### src/rtl/riscv_pipe_pkg.sv
// Shared definitions for the RISC pipeline stage registers.
//   NOP_INST        : bubble encoding (addi x0,x0,0)
//   *_LSB           : instruction field bit positions
//   if_de_payload_t : instruction/PC pair carried from fetch to decode
package riscv_pipe_pkg;

    localparam int PIPE_XLEN = 32;

    localparam logic [31:0] NOP_INST = 32'h0000_0013;

    localparam int OPCODE_LSB = 0;
    localparam int RD_LSB     = 7;
    localparam int FUNCT3_LSB = 12;
    localparam int RS1_LSB    = 15;
    localparam int RS2_LSB    = 20;
    localparam int FUNCT7_LSB = 25;

    typedef struct packed {
        logic [PIPE_XLEN-1:0] inst;
        logic [PIPE_XLEN-1:0] pc;
    } if_de_payload_t;

endpackage

### src/rtl/inst_field_split.sv
// Combinational decode of the fixed RISC instruction fields.
//   inst   : instruction (fields taken from bits [31:0])
//   rs1/rs2/rd/opcode/funct3/funct7 : extracted fields
module inst_field_split
    import riscv_pipe_pkg::*;
#(
    parameter int XLEN   = 32,
    parameter int REG_AW = 5
) (
    input  logic [XLEN-1:0]   inst,
    output logic [REG_AW-1:0] rs1,
    output logic [REG_AW-1:0] rs2,
    output logic [REG_AW-1:0] rd,
    output logic [6:0]        opcode,
    output logic [2:0]        funct3,
    output logic [6:0]        funct7
);

    assign rs1    = inst[RS1_LSB +: REG_AW];
    assign rs2    = inst[RS2_LSB +: REG_AW];
    assign rd     = inst[RD_LSB +: REG_AW];
    assign opcode = inst[OPCODE_LSB +: 7];
    assign funct3 = inst[FUNCT3_LSB +: 3];
    assign funct7 = inst[FUNCT7_LSB +: 7];

    // Bits above 31 carry no fields on a wider datapath.
    generate
        if (XLEN > 32) begin : g_wide
            logic unused_hi;
            assign unused_hi = ^inst[XLEN-1:32];
        end
    endgenerate

endmodule

### src/rtl/if_de_pipe_reg.sv
// Elastic IF->DE pipeline register: valid/ready handshake, one-entry skid
// buffer, stall back-pressure and synchronous flush. Register fields are
// pre-extracted and registered alongside the instruction.
//   clk, rst          : clock, synchronous active-high reset
//   flush             : kill held and incoming instructions
//   in_valid/in_ready : fetch handshake; in_inst/in_pc payload
//   out_valid/out_ready : decode handshake; out_* held payload and fields
module if_de_pipe_reg #(
    parameter int              XLEN     = 32,
    parameter int              REG_AW   = 5,
    parameter logic [XLEN-1:0] NOP_INST = XLEN'(riscv_pipe_pkg::NOP_INST)
) (
    input  logic              clk,
    input  logic              rst,
    input  logic              flush,
    input  logic              in_valid,
    output logic              in_ready,
    input  logic [XLEN-1:0]   in_inst,
    input  logic [XLEN-1:0]   in_pc,
    output logic              out_valid,
    input  logic              out_ready,
    output logic [XLEN-1:0]   out_inst,
    output logic [XLEN-1:0]   out_pc,
    output logic [REG_AW-1:0] out_rs1,
    output logic [REG_AW-1:0] out_rs2,
    output logic [REG_AW-1:0] out_rd,
    output logic [6:0]        out_opcode,
    output logic [2:0]        out_funct3,
    output logic [6:0]        out_funct7
);

    logic            main_valid, skid_valid;
    logic [XLEN-1:0] skid_inst, skid_pc;

    logic            main_valid_d, skid_valid_d;
    logic [XLEN-1:0] main_inst_d, main_pc_d, skid_inst_d, skid_pc_d;
    logic            in_fire, out_fire, load_main;

    logic [REG_AW-1:0] rs1_d, rs2_d, rd_d;
    logic [6:0]        opcode_d, funct7_d;
    logic [2:0]        funct3_d;

    // in_ready depends only on the skid register (and reset), so decode
    // back-pressure never reaches fetch combinationally.
    assign in_ready  = !skid_valid && !rst;
    assign out_valid = main_valid;
    assign in_fire   = in_valid && in_ready;
    assign out_fire  = main_valid && out_ready;
    assign load_main = !main_valid || out_fire;

    always_comb begin
        main_valid_d = main_valid;
        main_inst_d  = out_inst;
        main_pc_d    = out_pc;
        skid_valid_d = skid_valid;
        skid_inst_d  = skid_inst;
        skid_pc_d    = skid_pc;
        if (rst || flush) begin
            main_valid_d = 1'b0;
            skid_valid_d = 1'b0;
            main_inst_d  = NOP_INST;
            main_pc_d    = '0;
        end else if (load_main) begin
            if (skid_valid) begin
                // Skid is older than anything arriving now; it goes first.
                main_valid_d = 1'b1;
                main_inst_d  = skid_inst;
                main_pc_d    = skid_pc;
                skid_valid_d = in_fire;
                skid_inst_d  = in_inst;
                skid_pc_d    = in_pc;
            end else if (in_fire) begin
                main_valid_d = 1'b1;
                main_inst_d  = in_inst;
                main_pc_d    = in_pc;
            end else begin
                main_valid_d = 1'b0;
                main_inst_d  = NOP_INST;
                main_pc_d    = '0;
            end
        end else if (in_fire) begin
            skid_valid_d = 1'b1;
            skid_inst_d  = in_inst;
            skid_pc_d    = in_pc;
        end
    end

    // Fields are decoded from the next main instruction so they are
    // registered in the same edge as out_inst and can never disagree.
    inst_field_split #(.XLEN(XLEN), .REG_AW(REG_AW)) u_split (
        .inst   (main_inst_d),
        .rs1    (rs1_d),
        .rs2    (rs2_d),
        .rd     (rd_d),
        .opcode (opcode_d),
        .funct3 (funct3_d),
        .funct7 (funct7_d)
    );

    always_ff @(posedge clk) begin
        if (rst) begin
            main_valid <= 1'b0;
            skid_valid <= 1'b0;
        end else begin
            main_valid <= main_valid_d;
            skid_valid <= skid_valid_d;
        end
        // Payload next-state already forces the bubble under rst/flush.
        out_inst   <= main_inst_d;
        out_pc     <= main_pc_d;
        out_rs1    <= rs1_d;
        out_rs2    <= rs2_d;
        out_rd     <= rd_d;
        out_opcode <= opcode_d;
        out_funct3 <= funct3_d;
        out_funct7 <= funct7_d;
        skid_inst  <= skid_inst_d;
        skid_pc    <= skid_pc_d;
    end

endmodule

### config.mk
export PLATFORM = sky130hd
export DESIGN_NAME = if_de_pipe_reg
export DESIGN_NICKNAME = d
export VERILOG_FILES = /design/src/rtl/riscv_pipe_pkg.sv /design/src/rtl/inst_field_split.sv /design/src/rtl/if_de_pipe_reg.sv
export SDC_FILE = /design/constraint.sdc
export NUM_CORES = 1
export LEC_CHECK = 0
export BUFFER_PORTS_ARGS = -buffer_cell sky130_fd_sc_hd__buf_2
export CELL_PAD_IN_SITES_DETAIL_PLACEMENT = 0
export CELL_PAD_IN_SITES_GLOBAL_PLACEMENT = 1
export CORE_ASPECT_RATIO = 0.75
export CORE_MARGIN = 10
export CORE_UTILIZATION = 40
export DETAILED_ROUTE_END_ITERATION = 8
export GPL_TIMING_DRIVEN = 0
export PLACE_DENSITY_LB_ADDON = 0.05
export SLEW_MARGIN = 20
export SYNTH_ARGS = -nofsm -noshare
export SYNTH_HDL_FRONTEND = slang
export SYNTH_HIERARCHICAL = 1
export SYNTH_SLANG_ARGS = --single-unit
### constraint.sdc
create_clock -name clk -period 10.76 [get_ports clk]
set_input_delay 3.228 -clock clk [delete_from_list [all_inputs] [get_ports clk]]
set_output_delay 3.228 -clock clk [all_outputs]
set_load 0.01 [all_outputs]
## Yosys cells after proc, flatten, opt, wreduce, memory -nomap -nowiden

Index checks and enable logic that the tools add are counted.

| storage, ports and cells | value |
|---|---|
| logic and storage cells | 42 |
| register bits | 162 |
| input bits | 69 |
| output and inout port bits | 98 |

| cells by class | value |
|---|---|
| equal/unequal tests | 1 |
| bitwise operators | 1 |
| reductions and logical operators | 11 |
| muxes and demuxes | 17 |

Operators by type and width:

| operator | number |
|---|---|
| two-way mux 32 bit | 12 |
| two-way mux 1 bit | 5 |
| logical AND 1 bit | 3 |
| logical NOT 1 bit | 3 |
| AND reduction 3 bit | 1 |
| logical OR 1 bit | 2 |
| != test 2 bit (second input constant) | 1 |
| nonzero test 2 bit | 1 |
| OR reduction 2 bit | 1 |
| inverter 1 bit | 1 |

## Longest topological paths before layout

| depth | value |
|---|---|
| depth in word-level cells | 7 |
| mapped depth | 7 |

## Cells and area by module

Netlist, hierarchy kept.

Modules (own cells, without submodules):

| module | cells each | area each (um^2) | instances | seq. area each (um^2) |
|---|---|---|---|---|
| if_de_pipe_reg | 403 | 5969.5 | 1 | 3883.7 |
| inst_field_split | 32 | 240.2 | 1 | 0.0 |

## Least setup slack after synthesis

Ideal clock, no wire load.

| timing path | value |
|---|---|
| path kind | input port to flip-flop |
| from | in flush |
| to | reg skid_inst[0] (enable) |
| slack | 3.259 ns |
| stages | 5 |
| data required time | 10.253 ns |
| data arrival time | 6.993 ns |
| setup time | 0.507 ns |
| cells stage by stage | or2_1 > clkbuf_1 > buf_6 > buf_4 > a21oi_1 |

| on the way | value |
|---|---|
| cells in the longest elaborated chain, start to end | 3 |

RTL lines:

| element | line | text |
|---|---|---|
| from (decl) | if_de_pipe_reg.sv:15 | `input logic flush,` |
| logical OR 1 bit | if_de_pipe_reg.sv:58 | `if (rst \|\| flush) begin` |
| inverter 1 bit (no line) | n/a |  |
| AND reduction 3 bit (no line) | n/a |  |
| to (signal assigned) | if_de_pipe_reg.sv:117 | `skid_inst <= skid_inst_d;` |
| to (decl) | if_de_pipe_reg.sv:33 | `logic [XLEN-1:0] skid_inst, skid_pc;` |

No other way between the ends.
A chain may end at the register's enable or synchronous reset.

## Worst setup path in the final report

| timing path | value |
|---|---|
| from | in rst |
| to | out in_ready |

| on the way | value |
|---|---|
| cells in the longest elaborated chain, start to end | 2 |

RTL lines:

| element | line | text |
|---|---|---|
| from (decl) | if_de_pipe_reg.sv:14 | `input logic rst,` |
| logical NOT 1 bit | if_de_pipe_reg.sv:45 | `assign in_ready = !skid_valid && !rst;` |
| logical AND 1 bit | if_de_pipe_reg.sv:45 |  |
| to (decl) | if_de_pipe_reg.sv:17 | `output logic in_ready,` |

No other way between the ends.

==> summary.txt <==
Outcome
  • Status: finished clean

Clock tree
  • Root buf cell: clkbuf_16
  • Number of CTS-inserted buffers: 17
  • Clock buffer depth: 2
  • CTS tree: yes
  • CTS Hold Bufs: 0
  • H-tree depth: 4
  • Reg clk slew, reported paths: 70 ps
  • Post-CTS Setup Bufs: 0
  • Worst skew pair latency: around 420 ps
  • Resize count post-CTS: 0
  • # clock sinks: 162

STA
  • Tmin final: just under 7000 ps
  • Final hold violations: 0
  • Fin. max-slew vios: 0
  • Fmax: 145 MHz
  • RSZ-0062 raised after global routing: false
  • Final Setup Violations: 0
  • Fin Setup TNS: 0 ps
  • Slew @ Worst Pin: 593 ps
  • Skew final: 7.92 ps
  • Setup ws final: 3860 ps
  • Worst slew margin: 0.605
  • Final Cycle Share: 0.642

Synthesis
  • Simple-gate share of the synthesized area: 0.144
  • Syn nets: 504
  • Mapped cell area: 6210 um^2
  • Async SR Flop Fraction: 0
  • FF+latch count, synth: around 160
  • Post-synthesis mux area share: 0
  • Gate Count Post-Synth: roughly 440
  • Xor/xnor share of the synthesized area: 0
  • Synth area leader: dfxtp_1
  • Compound-Gate Fraction of Synth Area: 0.155
  • Synth top area share: 0.316
  • Top FF cell, synth: dfxtp_1
  • Largest cells by area after synthesis: dfxtp_1 (32%), edfxtp_1 (31%), a221oi_2 (14%)
  • Commonest cells in the netlist: dfxtp_1 (98), edfxtp_1 (64), nor2_1 (63), a221oi_2 (59), nor3_2 (59)
  • Main combinational cell family by area after synthesis: compound AO/OA/AOI/OAI gates
  • Netlist cell types: 22
  • Number of synthesized flops with an enable pin: 64
  • Top-count cell post-synth: dfxtp_1
  • Adder-cell share of the synthesized area: 0
  • Post-synthesis sequential area ratio: 0.625
  • Syn. warnings: 6
  • Avg Cell Area, Syn: 14.3 um^2

Global route
  • Total track usage: 0.146
  • Grt total ovfl: 0
  • Largest net degree at the start of global routing: 23
  • First-pass GRT wire length: 23700 um
  • Initial antenna violation count: 3
  • Vias in the first global route: 4216

Floorplanning
  • Core Area: 15200 um^2
  • Placement row count: 39
  • Die height: 128 um
  • IO Pins: ~170
  • Die area: 21000 um^2
  • Chip width: 164 um
  • Initial Utilization: 0.408

Placement
  • Pre-CTS setup slack: 3830 ps
  • DP Wirelength: about 11000 um
  • IO buf count: 166
  • GPL Wtd Cong: 0.710
  • Placed cell areas: 7390 um^2

Power and ir drop
  • Worst IR Drop VDD: 0.126 mV
  • Leakage power: 0.00333 uW
  • Power per standard cell area: 167 nW/um^2

Critical path
  • Max Fanout on Critical Path: 4
  • Worst path most repeated cell: buf_2
  • CP endpoint kind: output port
  • Crit start category: input pin
  • Slowest Stage Delay on Critical Path: 160 ps
  • Worst EP arrival: around 3700 ps
  • Max stage delay cell, worst path: buf_2
  • Crit path cell chain: buf_2 > nor2_1 > buf_2
  • CP required: 7530 ps
  • Critical path class: input pin to output port

Job
  • Max cap viols: 0

Hold path
  • Hold WC Path Type: flip-flop to flip-flop

Drt
  • Final ANT Viol Nets: 0
  • Drc violations: 0
  • WL final: 15200 um
  • Vias per cell: 4.80
  • DR WL/cell: 18.0 um
  • Starting DRT DRC Count: 178
  • Via count: 4044
  • Pre-antenna DRT Iters: 4

Layout
  • Layout cells sized above 1: 0.601
  • Net count, final: 692
  • Final instance area: ~8000 um^2
  • Fillcell total: 1350
  • P&R area growth vs syn: 28.4%
## area by class of cell
cell class	instances	area, um^2	share of cell area
Antenna cell	2	5.00	0.000628
Clock buffer	19	443	0.0555
Multi-Input combinational cell	204	1870	0.235
Tap cell	205	256	0.0322
Timing Repair Buffer	169	913	0.115
Inverter	1	3.75	0.000471
Buffer	68	463	0.0580
Clock inverter	13	136	0.0171
Sequential cell	162	3880	0.487
## layer usage
metal  wire (um)  GRT usage  up-vias
met1        6660      0.180     1932
met4         119     0.0346        4
met3        1530     0.0777       14
li1            -          -     1977
met2        6850      0.219      117
met5          21          0        -
## state kept, by name, indices dropped and copies added, names as in the netlist
register / cells
out_inst: 32
out_pc: 32
skid_inst: 32
skid_pc: 32
out_funct7: 7
out_opcode: 7
out_rd: 5
out_rs1: 5
out_rs2: 5
out_funct3: 3
out_valid: 1
skid_valid: 1
## stage by stage
| stage | hold slack [ps] | utilization | instances | total power [uW] |
|---|---|---|---|---|
| final | 490 | 0.524 | 843 | 1330 |
| after global routing | 509 | 0.524 | 841 | 1380 |
| after CTS | 497 | 0.524 | 841 | 1350 |
| after detailed placement | 481 | 0.485 | 809 | 750 |
| after global placement | 474 | 0.479 | 806 | 748 |
| after floorplan | 511 | - | 435 | 711 |
## placed cells by master (no fill, tap or decap), types with 4 or more instances in the layout
master / count
clkbuf_16: 17
clkinv_2: 4
nor3_2: 59
clkbuf_1: 8
dfxtp_1: 98
buf_6: 7
nor2_1: 63
edfxtp_1: 64
buf_4: 35
a221oi_2: 59
buf_2: 185
## cell families after synthesis
kind of cell           Yosys count
flip-flops                     162
AO/OA/AOI/OAI                   72
buffers and inverters           69
AND/OR/NAND/NOR                132
## final timing paths
| kind | from | to | slack (ps) | cells past startpoint |
|---|---|---|---|---|
| max reg2reg | out_valid | skid_inst[20] | 8330 | 8 |
| min reg2reg | out_pc[19] | out_pc[19] | 490 | 2 |
| min | out_pc[19] | out_pc[19] | 490 | 2 |
| max | rst | in_ready | 3860 | 3 |
## where the power goes
part,total [uW],internal (uW),switching (uW)
Clock,594,348,246
Sequential,650,646,3.82
Combinational,85.4,37.6,47.8
Total,1330,1030,298
## critical path, delay by kind of cell
family	cells	cell delay, ps
buffers and inverters	2	300
AND/OR/NAND/NOR	1	150
Power figures use the tool's default switching activity.
